**src/rtl/timer_pkg.sv**
```systemverilog
// Shared constants for the timer block: default prescaler sizing, named
// clock-select codes and the restart latency of the divider pipeline.
package timer_pkg;

  localparam int DIV_W_DEF = 4;
  localparam int CKS_W_DEF = 3;

  localparam logic [CKS_W_DEF-1:0] CKS_DIRECT = 3'd0;
  localparam logic [CKS_W_DEF-1:0] CKS_DIV2   = 3'd1;
  localparam logic [CKS_W_DEF-1:0] CKS_DIV4   = 3'd2;
  localparam logic [CKS_W_DEF-1:0] CKS_DIV8   = 3'd3;
  localparam logic [CKS_W_DEF-1:0] CKS_DIV16  = 3'd4;

  // Cycles between the counter bit rising and clk_ena going high:
  // one for the edge register, one for the output register.
  localparam int RESTART_LAT = 2;

  // Posedge (counted from the restart edge) after which the first strobe
  // of divide-by-2^k appears.
  function automatic int first_pulse_cycle(input int k);
    return (1 << (k - 1)) + RESTART_LAT;
  endfunction

endpackage

```
**src/rtl/clk_prescaler_edge.sv**
```systemverilog
// Free-running divide counter with per-bit rising-edge detection.
//   clk     system clock
//   rst_n   asynchronous active-low reset
//   i_clr   synchronous clear of counter, delayed copy and edge flags
//   i_en    advance the counter; when low the counter holds and the
//           delayed copy / edge flags clear
//   o_edge  registered one-cycle flag per counter bit rising 0->1
module clk_prescaler_edge #(
  parameter int W = 4
) (
  input  logic         clk,
  input  logic         rst_n,
  input  logic         i_clr,
  input  logic         i_en,
  output logic [W-1:0] o_edge
);

  logic [W-1:0] r_cnt;
  logic [W-1:0] r_cnt_d1;
  logic [W-1:0] r_edge;

  always_ff @(posedge clk or negedge rst_n) begin
    if (!rst_n) begin
      r_cnt    <= '0;
      r_cnt_d1 <= '0;
      r_edge   <= '0;
    end else if (i_clr) begin
      r_cnt    <= '0;
      r_cnt_d1 <= '0;
      r_edge   <= '0;
    end else if (i_en) begin
      r_cnt    <= r_cnt + 1'b1;
      r_cnt_d1 <= r_cnt;
      r_edge   <= r_cnt & ~r_cnt_d1;
    end else begin
      // Counter holds; pipeline flushed so nothing stale leaks out.
      r_cnt_d1 <= '0;
      r_edge   <= '0;
    end
  end

  assign o_edge = r_edge;

endmodule

```
**src/rtl/clk_prescaler.sv**
```systemverilog
// Power-of-two clock prescaler producing a registered one-cycle clk_ena
// strobe for the timer counter.
//   clk      system clock
//   rst_n    asynchronous active-low reset
//   en       prescaler enable; low freezes the divider, forces clk_ena low
//   cks      clock select: 0 = every clock, k = divide by 2^k, >DIV_W reserved
//   clk_ena  registered one-cycle enable strobe
//   cks_err  registered flag, high while a reserved select is latched
module clk_prescaler
  import timer_pkg::*;
#(
  parameter int DIV_W = DIV_W_DEF,
  parameter int CKS_W = CKS_W_DEF
) (
  input  logic             clk,
  input  logic             rst_n,
  input  logic             en,
  input  logic [CKS_W-1:0] cks,
  output logic             clk_ena,
  output logic             cks_err
);

  logic [CKS_W-1:0] r_cks_q;
  logic             r_en_d1;
  logic             r_clk_ena;
  logic             r_cks_err;

  logic             w_sel_chg;
  logic             w_en_rise;
  logic             w_clr;
  logic [DIV_W-1:0] w_edge;
  logic             w_ena_nxt;

  assign w_sel_chg = (cks != r_cks_q);
  // Re-enable restarts the divider; otherwise a bit held at 1 while
  // disabled would look like a fresh edge.
  assign w_en_rise = en & ~r_en_d1;
  assign w_clr     = w_sel_chg | w_en_rise;

  clk_prescaler_edge #(
    .W (DIV_W)
  ) u_edge (
    .clk    (clk),
    .rst_n  (rst_n),
    .i_clr  (w_clr),
    .i_en   (en),
    .o_edge (w_edge)
  );

  always_comb begin
    w_ena_nxt = 1'b0;
    if (!w_sel_chg && en) begin
      if (r_cks_q == '0) begin
        w_ena_nxt = 1'b1;
      end else begin
        for (int j = 0; j < DIV_W; j++) begin
          if (r_cks_q == CKS_W'(j + 1)) w_ena_nxt = w_edge[j];
        end
      end
    end
  end

  always_ff @(posedge clk or negedge rst_n) begin
    if (!rst_n) begin
      r_cks_q   <= '0;
      r_en_d1   <= 1'b0;
      r_clk_ena <= 1'b0;
      r_cks_err <= 1'b0;
    end else begin
      r_cks_q   <= cks;
      r_en_d1   <= en;
      r_clk_ena <= w_ena_nxt;
      r_cks_err <= (r_cks_q > CKS_W'(DIV_W));
    end
  end

  assign clk_ena = r_clk_ena;
  assign cks_err = r_cks_err;

endmodule

```
**config.mk**
```make
export PLATFORM = sky130hd
export DESIGN_NAME = clk_prescaler
export DESIGN_NICKNAME = d
export VERILOG_FILES = /design/src/rtl/timer_pkg.sv /design/src/rtl/clk_prescaler_edge.sv /design/src/rtl/clk_prescaler.sv
export SDC_FILE = /design/constraint.sdc
export NUM_CORES = 1
export LEC_CHECK = 0
export CORE_MARGIN = 10
export CORE_UTILIZATION = 46
export CTS_CLUSTER_SIZE = 20
export DETAILED_ROUTE_END_ITERATION = 8
export PLACE_DENSITY = 0.76
export REMOVE_ABC_BUFFERS = 1
export SYNTH_ARGS = -nofsm -noshare
export SYNTH_HDL_FRONTEND = slang
export SYNTH_SLANG_ARGS = --single-unit
```
**constraint.sdc**
```tcl
create_clock -name clk -period 1 [get_ports clk]
set_input_delay 0.2 -clock clk [delete_from_list [all_inputs] [get_ports clk]]
set_output_delay 0.2 -clock clk [all_outputs]
set_load 0.005 [all_outputs]
```
==> metrics.md, run 1 <==
| Metric | Value |
|---|---|
| Switching part of the total power | `22.5%` |
| # port buffers | `7` |
| Post-layout min period | `1.17 ns` |
| Final Net Count | `90` |
| Status | `complete, but fails checks` |
| Worst hold path class | `in2async` |
| GR Layer Usage met1 | `10.3%` |
| Fin crit share | `117%` |
| CTS tree | `built` |
| Area Overhead vs Synth | `43.4%` |
| IR drop worst, VDD | `1170 uV` |
| Initial drt markers | `13` |
| Gate power share | `10.2%` |
| Setup WS post-layout | `-0.170 ns` |
| H-tree depth | `1` |
| Sequential power share | `56.3%` |
| Post-route DRC violation count | `0` |
| Post-synthesis cell area | `698 sq um` |
| Total Power | `1.34 mW` |
| Final wirelength | `1490 um` |
| Commonest non-fill, non-tap cell in the layout | `dfrtp_1` |
| Antenna viol nets, final | `0` |
| Post-Synthesis Cells | `59` |
| Worst-Margin Slew | `0.194 ns` |
| GR Util met3 | `3.23%` |
| Gr busiest metal | `met2` |
| Cts bufs inserted | `3` |
| Final Hold Fails | `0` |
| Pin count of the biggest net entering global routing | `19` |
| Gr usage total | `9.42%` |
| Grt met2 use | `14.7%` |
| Initial antenna violation count | `0` |
| Avg Inst Size Synth | `11.8 sq um` |
| Seq cells post-synth | `18` |
| Reg-to-Reg End | `clk_ena$_DFF_PN0_` |
| Placed wire-length estimate | `943 um` |
| Max-Cap Viols | `0` |
| Worst reg2reg path startpoint | `r_cks_q[0]$_DFF_PN0_` |
| Worst-Skew Late Latency | `0.30 ns` |
| Nature of the critical path startpoint | `flop` |
| Initial Util | `47.4%` |
| Most frequent cells in the layout | `dfrtp_1, buf_4, inv_1, clkdlybuf4s50_1` |
| Vias per inst | `5.41` |
| R2R cell count | `3` |
| Vias | `530` |
| DP Cell Count | `91` |
| Clk sink count | `18` |
| Finished Layout Cells | `98` |
| Clock Root Buffer | `clkbuf_4` |
| Setup slack at placement | `-0.457 ns` |
| IO Pins | `8` |
| Total net switching power | `301 uW` |
| Antenna diode count | `0` |
| Required time worst endpoint | `1.22 ns` |
| Failing checks | `setup timing` |
| Global-route wire length before repair | `2440 um` |
| Setup tns final | `-1.31 ns` |
| Clk buf depth | `2` |
| Clock Power Share | `33.5%` |
| Number of global-route vias before repair | `545` |
| Remaining global-route overflow | `0` |
| Core region area | `1470 sq um` |
| Die width | `59.0 um` |
| Critical path type | `reg2reg` |
| WHS | `0.227 ns` |
| Leak | `0.441 nW` |
| Worst setup path start | `r_cks_q[0]$_DFF_PN0_` |
| Full die area | `3480 sq um` |
| Num rows | `14` |
| Arrival time worst endpoint | `1.39 ns` |
| RSZ-0062 raised after global routing | `true` |
| Endpoints failing setup | `13` |
| Slew Viols, Final | `0` |
| Pwr Density | `1340 nW/um^2` |
| Die H | `59.0 um` |
| Average wire per standard cell | `15.2 um` |
| Routability cong. | `0.821` |
| Int Pwr | `1.04 mW` |
| Yosys warns | `0` |
| CP Capture Type | `flop` |
| Drt pass-1 iters | `4` |
| R2R Setup Slk | `-0.17 ns` |
| Yosys cell types | `22` |
| F_max | `855 MHz` |
| Share of cells above drive strength 1 | `43.9%` |
| Clk slew on worst S/H paths | `0.10 ns` |
| CP Max Fanout | `4` |
| Post-CTS Hold Fix Bufs | `0` |
| Slew HR | `87.0%` |
| Worst Skew | `0.000985 ns` |
| Seq/Total Area, Yosys | `64.5%` |
==> critical path, stage by stage (launching register included) <==
cell      delay (ns)
dfrtp_2         0.45
buf_4           0.15
a221o_1         0.34
a211oi_2        0.15
==> sequential cells by signal, summed over array words and instances (netlist names) <==
| name | flops |
|---|---|
| u_edge.r_cnt_d1 | 4 |
| r_en_d1 | 1 |
| u_edge.r_cnt | 4 |
| r_cks_q | 3 |
| cks_err | 1 |
| clk_ena | 1 |
| u_edge.o_edge | 4 |
==> area by class of cell <==
cell class / count / area, sq um
fill: 111 / 470
sequential: 18 / 453
multi-input combinational: 36 / 304
timing repair buffer: 19 / 169
clock buffer: 4 / 36.3
tap: 16 / 20.0
inverter: 5 / 18.8
==> repair_timing <==
action / 4_1_cts / 5_1_grt
setup buffers: 2 / 1
gates resized for setup: 24 / 4
pin swaps: 8 / 4
endpoints found under the setup margin: 15 / 15
==> cells in the mapped netlist, drive strengths merged <==
| cell type | instances | area (sq um) |
|---|---|---|
| a211oi | 1 | 12.5 |
| a21oi | 2 | 10.0 |
| a221o | 1 | 10.0 |
| a31oi | 1 | 6.26 |
| and3b | 1 | 8.76 |
| dfrtp | 18 | 450 |
| ha | 1 | 12.5 |
| inv | 5 | 18.8 |
| mux2 | 1 | 11.3 |
| mux2i | 1 | 10.0 |
| nand2 | 4 | 15.0 |
| nand2b | 1 | 6.26 |
| nand3 | 4 | 20.0 |
| nand4b | 1 | 8.76 |
| nor2 | 5 | 18.8 |
| nor2b | 1 | 6.26 |
| nor3 | 4 | 20.0 |
| o21a | 1 | 7.51 |
| o21ai | 1 | 5.00 |
| o21bai | 1 | 7.51 |
| or3 | 1 | 6.26 |
| xnor2 | 3 | 26.3 |
==> worst max-delay path by stage <==
| stage | slack, ns | end | cells after the start |
|---|---|---|---|
| 6_report | -0.17 | clk_ena$_DFF_PN0_ | 3 |
| 3_3_place_gp | -0.46 | u_edge.r_cnt[3]$_DFFE_PN0P_ | 4 |
| 5_1_grt | -0.23 | u_edge.o_edge[2]$_DFF_PN0_ | 4 |
| 2_1_floorplan | -0.14 | clk_ena$_DFF_PN0_ | 3 |
| 3_5_place_dp | -0.46 | u_edge.r_cnt[3]$_DFFE_PN0P_ | 4 |
| 4_1_cts | -0.14 | clk_ena$_DFF_PN0_ | 3 |
==> power by group through the flow <==
stage	registers, mW	clock network, mW	logic, mW
final	0.753	0.449	0.137
after global placement	0.765	0	0.114
after detailed placement	0.765	0	0.115
after CTS	0.753	0.462	0.134
after global routing	0.755	0.490	0.150
after floorplan	0.765	0	0.0360
==> routing by layer <==
metal	part of all wire, %	routed length [um]	vias up
met5	0	0	-
met4	3.1	46	0
met3	6.3	94	5
met2	48	721	17
met1	42	627	261
li1	-	-	247
==> per-stage QoR <==
step           instance area [sq um]  util [%]
3_3_place_gp                     868      59.0
5_1_grt                         1000      68.0
6_report                        1000      68.0
3_5_place_dp                     868      59.0
4_1_cts                          987      67.1
2_1_floorplan                    698         -
==> cells by family (layout without fill, tap and decap cells) <==
| group | after synthesis | in the layout | share of synthesized area, % |
|---|---|---|---|
| simple gates | 22 | 22 | 15.8 |
| flops | 18 | 18 | 64.5 |
| compound gates | 8 | 8 | 8.42 |
| buf+inv | 5 | 28 | 2.69 |
| xor+xnor | 3 | 3 | 3.76 |
| mux | 2 | 2 | 3.05 |
| fa+ha+maj | 1 | 1 | 1.79 |
(Power assumes the default switching activity.)
==> inputs of run 2 (changes only) <==
--- a/config.mk
+++ b/config.mk
@@ -6,11 +6,12 @@
 export NUM_CORES = 1
 export LEC_CHECK = 0
 export CORE_MARGIN = 10
-export CORE_UTILIZATION = 46
+export CORE_UTILIZATION = 47
 export CTS_CLUSTER_SIZE = 20
 export DETAILED_ROUTE_END_ITERATION = 8
-export PLACE_DENSITY = 0.76
+export PLACE_DENSITY = 0.77
 export REMOVE_ABC_BUFFERS = 1
 export SYNTH_ARGS = -nofsm -noshare
 export SYNTH_HDL_FRONTEND = slang
+export SYNTH_HIERARCHICAL = 1
 export SYNTH_SLANG_ARGS = --single-unit
==> run 2 against run 1 <==
Wire length down 18%. Sequential power down 0.5%. Critical path type unchanged. Highest routed layer unchanged. Largest power group unchanged. Global-route usage down 1.7 points. Clock power down 26%. The run still ends with setup timing left.
==> metrics.md, run 2 <==
| Metric | Value |
|---|---|
| Status | `complete, but fails checks` |
| Failing checks | `setup timing` |
| Worst-Skew Late Latency | `0.28 ns` |
| RSZ-0062 raised after global routing | `true` |
| Vias per inst | `5.03` |
| Setup WS post-layout | `-0.341 ns` |
| Clock Root Buffer | `clkbuf_4` |
| Drt pass-1 iters | `4` |
| R2R cell count | `5` |
| Fin crit share | `134%` |
| Remaining global-route overflow | `0` |
| F_max | `746 MHz` |
| Synth async-reset ratio | `100%` |
| Worst hold path class | `in2reg` |
| Most frequent cell after synthesis | `dfrtp_1` |
| Yosys warns | `6` |
| Biggest area consumer among synthesized cells | `dfrtp_1` |
| Yosys cell types | `23` |
| Post-synthesis cell area | `737 sq um` |
| Cts bufs inserted | `3` |
| Worst Skew | `0.00281 ns` |
| Gr usage total | `7.70%` |
| Endpoints failing setup | `13` |
| Core region area | `1490 sq um` |
| IO Pins | `8` |
| Commonest non-fill, non-tap cell in the layout | `dfrtp_1` |
| Area Overhead vs Synth | `27.7%` |
| Final Hold Fails | `0` |
| CTS tree | `built` |
| H-tree depth | `1` |
| Routability cong. | `0.766` |
| Synth area leaders | `dfrtp_1, and3b_1, xor2_1` |
| Post-synth top cells | `dfrtp_1, and2_1, and3b_1, nor2_1, xor2_1` |
| IR drop worst, VDD | `830 uV` |
| Share of cells above drive strength 1 | `34.7%` |
| Initial drt markers | `4` |
| Seq cells post-synth | `18` |
| Worst-Margin Slew | `0.243 ns` |
| Ys flop type | `dfrtp_1` |
| Post-CTS Hold Fix Bufs | `0` |
| Seq/Total Area, Yosys | `61.1%` |
| Num rows | `14` |
| Critical path type | `reg2reg` |
| Antenna viol nets, final | `0` |
| Pin count of the biggest net entering global routing | `19` |
| Final Net Count | `81` |
| Final wirelength | `1210 um` |
| Average wire per standard cell | `13.8 um` |
| Placed wire-length estimate | `872 um` |
| Required time worst endpoint | `1.22 ns` |
| Placed cell areas | `903 sq um` |
| Total Power | `1.21 mW` |
| Global-route wire length before repair | `2130 um` |
| # port buffers | `7` |
| Pwr Density | `1290 nW/um^2` |
| Die width | `59.6 um` |
| Avg Inst Size Synth | `13.9 sq um` |
| Clk sink count | `18` |
| Max-Cap Viols | `0` |
| Number of global-route vias before repair | `496` |
| Nature of the critical path startpoint | `flop` |
| Initial Util | `49.5%` |
| Antenna diode count | `0` |
| Post-synth EDFFs | `0` |
| WHS Path Cells | `1` |
| Leak | `0.482 nW` |
| Full die area | `3550 sq um` |
| Yosys top cell area share | `61.1%` |
| Filler Cells Inserted | `121` |
| CP Capture Type | `flop` |
| Arrival time worst endpoint | `1.56 ns` |
| Post-route DRC violation count | `0` |
| Post-layout min period | `1.34 ns` |
| Post-Synthesis Cells | `53` |
| Initial antenna violation count | `0` |
| Die H | `59.6 um` |
| Fin area | `941 sq um` |
| Slew HR | `83.8%` |
| Clk buf depth | `2` |
| CP Max Fanout | `8` |
| Clk slew on worst S/H paths | `0.09 ns` |
| Most frequent cells in the layout | `dfrtp_1, buf_4, clkdlybuf4s50_1, and3b_1, and2_1` |
| DP Cell Count | `85` |
| Slew Viols, Final | `0` |
| Finished Layout Cells | `88` |
| Vias | `443` |
run 2: changes by cell type after synthesis, sizes merged, moves of 2 or more:
cell	change
and2	+4
and3b	+3
inv	-4
nand2	-4
nand3	-4
nor3	-3
xnor2	-2
xor2	+3
run 2: final cells by class:
class	count	area [sq um]	share of cell area (%)
inverter	1	3.75	0.399
clock buffer	3	22.5	2.39
multi-input combinational	33	294	31.3
tap	16	20.0	2.13
timing repair buffer	17	150	16.0
sequential	18	450	47.9
run 2: final timing paths:
path                                         startpoint                         end  slack, ns
max                                r_cks_q[2]$_DFF_PN0_  u_edge/o_edge[1]$_DFF_PN0_      -0.34
min                                              cks[1]        r_cks_q[1]$_DFF_PN0_       0.19
max reg2reg                        r_cks_q[2]$_DFF_PN0_  u_edge/o_edge[1]$_DFF_PN0_      -0.34
min reg2reg                u_edge/r_cnt_d1[0]$_DFF_PN0_  u_edge/o_edge[0]$_DFF_PN0_       0.52
max in group asynchronous                         rst_n  u_edge/o_edge[3]$_DFF_PN0_       0.63
min in group asynchronous                         rst_n        r_cks_q[0]$_DFF_PN0_       0.24
run 2: cell families after synthesis:
| family | count (synthesis) | share of synthesized area (%) |
|---|---|---|
| and+or+nand+nor | 19 | 19.2 |
| adders and majority gates | 1 | 1.70 |
| DFF | 18 | 61.1 |
| muxes | 3 | 4.75 |
| xor gates and xnor gates | 4 | 4.75 |
| AOI/OAI and AO/OA | 6 | 6.45 |
| buffers and inverters | 2 | 2.04 |
run 2: per-layer routing:
metal	vias to the layer above	part of all wire (%)	GRT usage [%]
li1	217	-	-
met1	208	44	8.27
met2	14	45	12.3
met3	4	8.2	3.65
met4	0	2.4	3.85
met5	-	0	0
run 2: critical path, cell delays in order (launching register included):
cell and delay (ns):
dfrtp_1 0.40, xor2_1 0.15, nor3_2 0.23, o21ai_2 0.13
nor2b_4 0.19, and3b_1 0.18
run 2: power breakdown:
part / switching [mW] / total, mW / leakage, nW / internal [mW]
clock: 0.193 / 0.332 / 0.0138 / 0.139
combinational: 0.0604 / 0.131 / 0.228 / 0.0705
sequential: 0.00877 / 0.749 / 0.240 / 0.740
total: 0.262 / 1.21 / 0.482 / 0.950
run 2: what timing repair did:
item                                    in CTS  in global routing
pin swaps                                   11                  7
buffers inserted                             2                  0
gates resized for setup                     16                  1
endpoints found under the setup margin      15                 15
run 2: through the flow:
step	worst slack (ns)	TNS, ns	util [%]	hold slack (ns)
after floorplan	-0.444	-4.59	-	-0.0956
after global placement	-0.700	-8.07	60.7	0.500
after global routing	-0.447	-4.95	63.2	0.186
after CTS	-0.344	-3.84	63.7	0.183
final	-0.341	-3.66	63.2	0.187
after detailed placement	-0.737	-8.53	60.7	0.504
